[src/rtl/ei_normalizer16_pkg.sv]
// Shared constants, state encoding and the FP16 pack helper for the normalizer.
package ei_normalizer16_pkg;

    localparam int unsigned FP16_W      = 16;
    localparam int unsigned FP16_EXP_W  = 5;
    localparam int unsigned FP16_FRAC_W = 10;
    localparam int unsigned EXP_W       = 8;
    localparam int unsigned MANT_W      = 12;
    localparam int unsigned STATE_W     = 2;

    localparam int unsigned BIAS    = 15;
    localparam int unsigned EXP_INF = 31;
    localparam int unsigned EXP_MAX = 255;

    localparam logic [STATE_W-1:0] ST_IDLE = 2'd0;
    localparam logic [STATE_W-1:0] ST_NORM = 2'd1;
    localparam logic [STATE_W-1:0] ST_DONE = 2'd2;

    // What the single normalization step decided for the current operand.
    typedef enum logic [2:0] {
        K_ZERO    = 3'd0,
        K_RSHIFT  = 3'd1,
        K_NORMAL  = 3'd2,
        K_SUBNORM = 3'd3,
        K_LSHIFT  = 3'd4
    } norm_kind_t;

    // Pack a finished operand; kind is one of the terminal kinds.
    function automatic logic [FP16_W-1:0] fp16_pack(
        input logic                   sign,
        input norm_kind_t             kind,
        input logic [EXP_W-1:0]       exp,
        input logic [FP16_FRAC_W-1:0] frac
    );
        logic [FP16_W-1:0] res;
        res = '0;
        case (kind)
            K_ZERO:    res = {sign, {FP16_EXP_W{1'b0}}, {FP16_FRAC_W{1'b0}}};
            K_SUBNORM: res = {sign, {FP16_EXP_W{1'b0}}, frac};
            default: begin
                if (exp >= EXP_W'(EXP_INF))
                    res = {sign, {FP16_EXP_W{1'b1}}, {FP16_FRAC_W{1'b0}}};
                else
                    res = {sign, exp[FP16_EXP_W-1:0], frac};
            end
        endcase
        return res;
    endfunction

endpackage

[src/rtl/ei_normalizer16_ei_norm_step.sv]
// One combinational normalization step: a single shift/exponent adjust or a stop.
module ei_norm_step
    import ei_normalizer16_pkg::*;
(
    input  logic [EXP_W-1:0]  i_exp,
    input  logic [MANT_W-1:0] i_mant,
    output logic [EXP_W-1:0]  o_exp,
    output logic [MANT_W-1:0] o_mant,
    output logic              o_done,
    output norm_kind_t        o_kind
);

    // Priority: zero, carry right-shift, normalized, subnormal floor, left-shift.
    always_comb begin
        o_exp  = i_exp;
        o_mant = i_mant;
        o_done = 1'b0;
        o_kind = K_LSHIFT;
        if (i_mant == '0) begin
            o_done = 1'b1;
            o_kind = K_ZERO;
        end else if (i_mant[MANT_W-1]) begin
            o_mant = {1'b0, i_mant[MANT_W-1:1]};
            o_exp  = (i_exp == EXP_W'(EXP_MAX)) ? i_exp : i_exp + EXP_W'(1);
            o_kind = K_RSHIFT;
        end else if (i_mant[MANT_W-2]) begin
            o_done = 1'b1;
            o_kind = K_NORMAL;
        end else if (i_exp <= EXP_W'(1)) begin
            o_done = 1'b1;
            o_kind = K_SUBNORM;
        end else begin
            o_mant = {i_mant[MANT_W-2:0], 1'b0};
            o_exp  = i_exp - EXP_W'(1);
            o_kind = K_LSHIFT;
        end
    end

endmodule

[src/rtl/ei_normalizer16.sv]
// Iterative FP16 normalizer: accepts one raw operand, shifts one step per cycle, presents the packed result.
module ei_normalizer16 #(
    parameter int unsigned BIAS = 15
) (
    input  logic        clk,
    input  logic        rst,
    input  logic        in_valid,
    output logic        in_ready,
    input  logic        in_sign,
    input  logic [7:0]  in_exp,
    input  logic [11:0] in_mant,
    output logic        out_valid,
    input  logic        out_ready,
    output logic [15:0] out_result
);

    import ei_normalizer16_pkg::*;

    // The FP16 pack is fixed, so any other bias is a configuration error.
    if (BIAS != ei_normalizer16_pkg::BIAS) begin : g_bias_chk
        $error("ei_normalizer16: BIAS must match the fixed FP16 bias");
    end

    logic [STATE_W-1:0] r_state;
    logic [STATE_W-1:0] w_state_nxt;
    logic               r_sign;
    logic [EXP_W-1:0]   r_exp;
    logic [MANT_W-1:0]  r_mant;
    logic [FP16_W-1:0]  r_result;

    logic [EXP_W-1:0]   w_exp_nxt;
    logic [MANT_W-1:0]  w_mant_nxt;
    logic               w_done;
    norm_kind_t         w_kind;
    logic               w_accept;
    logic               w_release;

    ei_norm_step u_step (
        .i_exp  (r_exp),
        .i_mant (r_mant),
        .o_exp  (w_exp_nxt),
        .o_mant (w_mant_nxt),
        .o_done (w_done),
        .o_kind (w_kind)
    );

    assign in_ready   = (r_state == ST_IDLE);
    assign out_valid  = (r_state == ST_DONE);
    assign out_result = r_result;
    assign w_accept   = in_valid && (r_state == ST_IDLE);
    assign w_release  = out_ready && (r_state == ST_DONE);

    // State register.
    always_ff @(posedge clk) begin
        if (rst) r_state <= ST_IDLE;
        else     r_state <= w_state_nxt;
    end

    // Next-state logic: accept, iterate until the step reports done, hand off.
    always_comb begin
        w_state_nxt = r_state;
        case (r_state)
            ST_IDLE: if (in_valid)  w_state_nxt = ST_NORM;
            ST_NORM: if (w_done)    w_state_nxt = ST_DONE;
            ST_DONE: if (out_ready) w_state_nxt = ST_IDLE;
            default:                w_state_nxt = ST_IDLE;
        endcase
    end

    // Operand capture, per-cycle adjust, and result register (zero outside DONE).
    always_ff @(posedge clk) begin
        if (rst) begin
            r_sign   <= 1'b0;
            r_exp    <= '0;
            r_mant   <= '0;
            r_result <= '0;
        end else if (w_accept) begin
            r_sign <= in_sign;
            r_exp  <= (in_exp == '0) ? EXP_W'(1) : in_exp;
            r_mant <= in_mant;
        end else if (r_state == ST_NORM) begin
            r_exp  <= w_exp_nxt;
            r_mant <= w_mant_nxt;
            if (w_done)
                r_result <= fp16_pack(r_sign, w_kind, r_exp, r_mant[FP16_FRAC_W-1:0]);
        end else if (w_release) begin
            r_result <= '0;
        end
    end

endmodule

[config.mk]
export PLATFORM = sky130hd
export DESIGN_NAME = ei_normalizer16
export DESIGN_NICKNAME = d
export VERILOG_FILES = /design/src/rtl/ei_normalizer16_pkg.sv /design/src/rtl/ei_normalizer16_ei_norm_step.sv /design/src/rtl/ei_normalizer16.sv
export SDC_FILE = /design/constraint.sdc
export NUM_CORES = 1
export LEC_CHECK = 0
export BUFFER_PORTS_ARGS = -buffer_cell sky130_fd_sc_hd__buf_2
export CORE_MARGIN = 1.5
export CORE_UTILIZATION = 45
export DETAILED_ROUTE_END_ITERATION = 7
export GPL_TIMING_DRIVEN = 0
export PLACE_DENSITY = 0.68
export SYNTH_ARGS = -nofsm -noshare
export SYNTH_HDL_FRONTEND = slang
export SYNTH_SLANG_ARGS = --single-unit
[constraint.sdc]
create_clock -name clk -period 7.1 [get_ports clk]
set_clock_uncertainty 0.2 [all_clocks]
set_input_delay 1.065 -clock clk [delete_from_list [all_inputs] [get_ports clk]]
set_output_delay 1.065 -clock clk [all_outputs]
set_load 0.01 [all_outputs]
==> flow_summary.json, run 1 <==
{
  "initialDrtViolationCount": 122,
  "dieHeight_um": 69.2,
  "drt-wirelength-per-cell_um": 15.5,
  "min_path_type": "reg2reg",
  "design_area_sq_mm": 0.00233,
  "synth_area_leaders": "dfxtp_1, a22o_1, a211oi_1",
  "vias": 1882,
  "slew_headroom": 0.471,
  "overflow": 0,
  "dp_hpwl_mm": 3.71,
  "io_pins": 43,
  "grt_max_degree": 14,
  "path_cells": "buf_2 > and2_1 > clkbuf_1 > nor4_2 > a221oi_1 > a211oi_1",
  "worst_pin_slew_ns": 0.793,
  "routed_via_density": 5.86,
  "synth_cells": 221,
  "layout_commonest_cell": "buf_2",
  "hold_viol": 0,
  "tns_ns": 0,
  "postCtsSetupRepairBufs": 0,
  "clk_latency_ns": 0.30,
  "reg2reg_slack_ns": 4.60,
  "drc": 0,
  "grt_usage": 0.225,
  "layout_common_cells": "buf_2, dfxtp_1, nor2_1",
  "cts_buffers": 5,
  "setup_viol": 0,
  "coreArea_sq_mm": 0.00412,
  "min_period_ns": 2.61,
  "die_w_um": 69.2,
  "diodes": 0,
  "clkTransAtPathRegs_ns": 0.09,
  "cts.sinks": 39,
  "portBuffers": 42,
  "area_growth_syn_to_layout_pct": 18.3,
  "syn_area_sq_mm": 0.00197,
  "syn_nets": 249,
  "crit_required_ns": 7.12,
  "worst-path-max-fanout": 9,
  "ys_seq_area_frac": 0.396,
  "cp_slowest_stage_delay_ns": 0.69,
  "gp_congestion": 0.848,
  "synth.top_cell.area_share": 0.396,
  "cts-resized-gates": 0,
  "worst_setup_path_start_kind": "input port",
  "ctsHtreeMaxLevel": 2,
  "grt_pass1_vias": 1727,
  "rsz0062_at_grt": "false",
  "drt_pass1_iterations": 4,
  "ctsHoldBuffers": 0,
  "fmax_ghz": 0.383,
  "cp.arrival_ns": 2.64,
  "ant_nets": 0,
  "placementRows": 23,
  "ys_ff_latch": 39,
  "grt_first_pass_wirelength_mm": 8.65,
  "post-route-period-util": 0.368,
  "cts-root-buf": "clkbuf_8",
  "drive_above_1_share": 0.229,
  "synth_largest_area_cell": "dfxtp_1",
  "cts_buffer_depth": 2,
  "antenna_found_initial": 0,
  "peakVddDrop_uv": 136,
  "drv_slew": 0,
  "syn_area_per_cell_sq_um": 8.92,
  "cts_tree": "built",
  "placed_area_sq_mm": 0.00224,
  "powerDensity_mw_per_mm2": 274,
  "synth.distinct_cells": 47,
  "critPathKind": "in2reg",
  "nNetsFinal": 298,
  "initial_core_util": 0.479,
  "dieArea_sq_mm": 0.00479,
  "leakage_uw": 0.000947,
  "status": "finished, final reports clean",
  "end_kind": "flop",
  "cap_viol_max_count": 0,
  "drt-total-wl_mm": 4.97,
  "ys_warn_count": 0,
  "slowest_stage": "nor4_2"
}
==> worst paths after layout <==
check	start	end	cells past startpoint
worst min register to register	out_result[14]	out_result[14]	2
worst min-delay path	out_result[14]	out_result[14]	2
worst max-delay path	in_valid	r_mant[7]	6
worst max register to register	r_mant[11]	r_mant[2]	5
==> flip-flops by register name, indices dropped and copies added (netlist names) <==
| signal | count |
|---|---|
| r_mant | 12 |
| r_exp | 8 |
| out_result | 16 |
| r_state | 2 |
| r_sign | 1 |
==> power breakdown <==
group / switching [uW] / internal (uW)
registers: 32.2 / 245
clock network: 83.9 / 68.4
logic: 125 / 84.3
==> cells by family (layout without fill, tap and decap cells) <==
logic type      count (synthesis)  after routing  share of synthesized area
fa+ha+maj                       3              3                     0.0190
simple gates                   82             82                      0.224
xor+xnor                        5              5                     0.0222
flops                          39             39                      0.396
compound gates                 71             71                      0.290
mux                             1              1                    0.00571
buf+inv                        20             70                     0.0425
==> stage by stage <==
stage                     hold WS, ns  std cells  setup slack, ns   util  total power [uW]
after detailed placement        0.238        313             4.21  0.545               489
after global placement          0.232        313             4.19  0.545               488
final                           0.248        321             4.49  0.567               639
after floorplan                 0.237        221             4.59      -               432
after CTS                       0.255        321             4.51  0.567               639
after global routing            0.267        321             4.20  0.567               680
==> layer usage <==
| layer | part of all wire | routed length (um) | global-route usage | vias up |
|---|---|---|---|---|
| li1 | - | - | - | 945 |
| met5 | 0 | 0 | 0 | - |
| met4 | 0.020 | 97 | 0.0915 | 0 |
| met2 | 0.42 | 2090 | 0.316 | 49 |
| met3 | 0.055 | 272 | 0.0509 | 8 |
| met1 | 0.50 | 2510 | 0.330 | 880 |
==> cell usage after synthesis (all sizes together) <==
| library cell | instances |
|---|---|
| buf | 2 |
| a311oi | 3 |
| or3 | 6 |
| nand3 | 7 |
| ha | 3 |
| a21oi | 6 |
| nor2b | 3 |
| o2111ai | 2 |
| and3 | 9 |
| mux2 | 1 |
| nor3 | 14 |
| o31a | 2 |
| o211ai | 1 |
| and2 | 2 |
| a32oi | 1 |
| xnor2 | 2 |
| o221a | 2 |
| and3b | 1 |
| o22ai | 1 |
| nand2b | 1 |
| a41oi | 1 |
| o31ai | 2 |
| a2111oi | 1 |
| dfxtp | 39 |
| xor2 | 3 |
| nor2 | 19 |
| o21bai | 1 |
| or4 | 5 |
| nor4 | 3 |
| o32ai | 1 |
| a211oi | 11 |
| a22oi | 1 |
| a22o | 10 |
| nand2 | 12 |
| a221oi | 9 |
| a32o | 1 |
| o311ai | 1 |
| clkbuf | 10 |
| inv | 8 |
| o21ai | 14 |
==> worst max-delay path: cells and delay by family <==
family / cells / cell delay [ns]
AO/OA/AOI/OAI: 2 / 0.46
buffers and inverters: 2 / 0.30
AND/OR/NAND/NOR: 2 / 0.81
==> layout make-up <==
cell class | count | area [sq um]
Inverter | 8 | 30.0
Clock inverter | 3 | 20.0
Multi-Input combinational cell | 162 | 1110
Timing Repair Buffer | 42 | 210
Tap cell | 50 | 62.6
Buffer | 12 | 53.8
Sequential cell | 39 | 781
Fill cell | 420 | 1780
Clock buffer | 5 | 68.8
(Power assumes the default switching activity.)
==> run 2, diff against run 1 <==
ABC_AREA = 1   (was unset)
PLACE_DENSITY = 0.69   (was 0.68)
clock period = 2.4 ns   (was 7.1 ns; I/O delays follow)
==> flow_summary.json, run 2 <==
{
  "n_fill_cell": 556,
  "cts_buffer_depth": 2,
  "critPathKind": "reg2reg",
  "gp_congestion": 0.902,
  "antenna_found_initial": 0,
  "finalWorstSetupSlack_ns": 0.164,
  "drive_above_1_share": 0.186,
  "cpLargestDelayFamily": "simple AND/OR/NAND/NOR gates",
  "min_period_ns": 2.24,
  "dieArea_sq_mm": 0.00571,
  "postCtsSetupRepairBufs": 0,
  "setup_viol": 0,
  "drc": 0,
  "switching_share": 0.486,
  "ys.flop_type": "dfxtp_1",
  "cts-resized-gates": 0,
  "initial_core_util": 0.464,
  "hold_viol": 0,
  "seq_area_sq_um": 781,
  "synth_largest_area_cell": "dfxtp_1",
  "initialDrtViolationCount": 207,
  "cp_slowest_stage_delay_ns": 0.47,
  "syn_area_sq_mm": 0.00237,
  "cap_viol_max_count": 0,
  "area_growth_syn_to_layout_pct": 17.1,
  "routed_via_density": 4.97,
  "ys_ff_latch": 39,
  "status": "finished, final reports clean",
  "vias": 2485,
  "fmax_ghz": 0.447,
  "dp_slack_ns": 0.240,
  "cp_common_cell": "nand2_1",
  "placementRows": 26,
  "leakage_uw": 0.00131,
  "end_kind": "flop",
  "pwr-share-seq": 0.285,
  "syn_area_per_cell_sq_um": 6.22,
  "synth_cells": 381,
  "synth.distinct_cells": 26,
  "ys_warn_count": 0,
  "drv_slew": 0,
  "dp_cells": 492,
  "layout_commonest_cell": "nand2_1",
  "syn_nets": 409,
  "clkTransAtPathRegs_ns": 0.09,
  "powerDensity_mw_per_mm2": 1240,
  "comb_power_share": 0.552,
  "ctsHtreeMaxLevel": 2,
  "worst-path-max-fanout": 8,
  "portBuffers": 41,
  "coreArea_sq_mm": 0.00511,
  "peakVddDrop_uv": 460,
  "synth_area_leaders": "dfxtp_1, nand2_1, nor2_1",
  "dieHeight_um": 75.6,
  "worst_setup_path_start_kind": "flop",
  "overflow": 0,
  "grt_pass1_vias": 2131,
  "drt-wirelength-per-cell_um": 12.3,
  "die_w_um": 75.6,
  "cts_tree": "built",
  "p_int_uw": 1770,
  "drt_pass1_iterations": 4,
  "cp.arrival_ns": 2.27,
  "fin_util": 0.543,
  "ctsHoldBuffers": 0,
  "post-route-period-util": 0.932,
  "cts_buffers": 5,
  "drt-total-wl_mm": 6.15,
  "power_frac_clock": 0.163,
  "cts.sinks": 39,
  "crit_required_ns": 2.44,
  "synth.top_cell.area_share": 0.329,
  "synth_edf_count": 0,
  "worst_pin_slew_ns": 0.565,
  "grt_max_degree": 14,
  "dp_hpwl_mm": 4.62,
  "instances_no_fill": 500,
  "p_sw_uw": 1670,
  "min_path_type": "in2reg",
  "layout_common_cells": "nand2_1, nor2_1, buf_2",
  "diodes": 0,
  "tns_ns": 0,
  "slew_headroom": 0.622,
  "synth_most_common_cell": "nand2_1",
  "nNetsFinal": 457,
  "async_reset_ff_frac": 0,
  "ant_nets": 0,
  "rsz0062_at_grt": "false",
  "multiInputGateArea_sq_mm": 0.00137,
  "io_pins": 43,
  "cts-root-buf": "clkbuf_8",
  "path_cells": "inv_1 > ha_1 > o21ai_2 > nor2_4 > nor2_1 > nand2_1 > nand2_1 > nand2_1 > a21oi_1",
  "clk_latency_ns": 0.30,
  "grt_usage": 0.228,
  "slowest_stage": "dfxtp_1",
  "synthTopCellsByCount": "nand2_1, nor2_1, dfxtp_1",
  "ys_seq_area_frac": 0.329,
  "grt_first_pass_wirelength_mm": 9.80,
  "cp_num_buf_inv": 1,
  "largest_register_ffs": 16
}
## run 2: changes by cell type after synthesis, sizes merged, moves of 9 or more
| cell | previous run | this run |
|---|---|---|
| inv | 8 | 34 |
| and3 | 9 | 0 |
| a211oi | 11 | 0 |
| a221oi | 9 | 0 |
| nand3 | 7 | 37 |
| o21ai | 14 | 29 |
| nand2 | 12 | 126 |
| a21oi | 6 | 28 |
| nor2 | 19 | 61 |
| nor3 | 14 | 2 |
| a22o | 10 | 0 |
## run 2: kinds of logic (layout without fill, tap and decap cells)
logic type,count (synthesis),after routing,synth area share
flip-flops,39,39,0.329
buffers and inverters,48,97,0.0924
adder cells (fa/ha/maj),3,3,0.0158
AO/OA/AOI/OAI,58,58,0.125
XOR/XNOR,2,2,0.00739
AND/OR/NAND/NOR,231,231,0.430
## run 2: path summary, 6_finish.rpt
check | from | depth (start not counted) | endpoint | slack, ns
worst min register to register | out_result[14] | 2 | out_result[14] | 0.26
worst max-delay path | r_exp[0] | 9 | r_mant[1] | 0.16
worst max register to register | r_exp[0] | 9 | r_mant[1] | 0.16
worst min-delay path | in_mant[11] | 3 | r_mant[11] | 0.11
## run 2: per-layer routing
layer,vias up,track usage,wire [um]
met5,-,0,0
met2,67,0.356,2610
li1,1306,-,-
met1,1104,0.318,3120
met3,8,0.0463,331
met4,0,0.0655,85
## run 2: power groups by stage
stage	clock [uW]	sequential [uW]	combinational, uW
CTS	574	975	1890
finish	561	980	1900
global route	608	1000	2140
global placement	0	983	1860
floorplan	0	946	1480
detailed placement	0	989	1880
## run 2: through the flow
step                area, sq um  hold slack [ns]  power, uW
finish                     2780            0.108       3440
global route               2780            0.138       3750
CTS                        2780            0.104       3440
detailed placement         2660            0.249       2870
global placement           2660            0.245       2850
floorplan                  2370            0.256       2430
## run 2: layout make-up
class / count / area share
flip-flops and latches: 39 / 0.281
clock inverters: 3 / 0.0158
inverters: 35 / 0.0473
plain buffers: 13 / 0.0316
repair buffers: 41 / 0.0739
well taps: 70 / 0.0316
clock buffers: 5 / 0.0248
multi-input cells: 294 / 0.494
## run 2: worst min-delay path, stage by stage
cell,delay [ns]
buf_2,0.10
nand2_1,0.06
a21oi_1,0.06
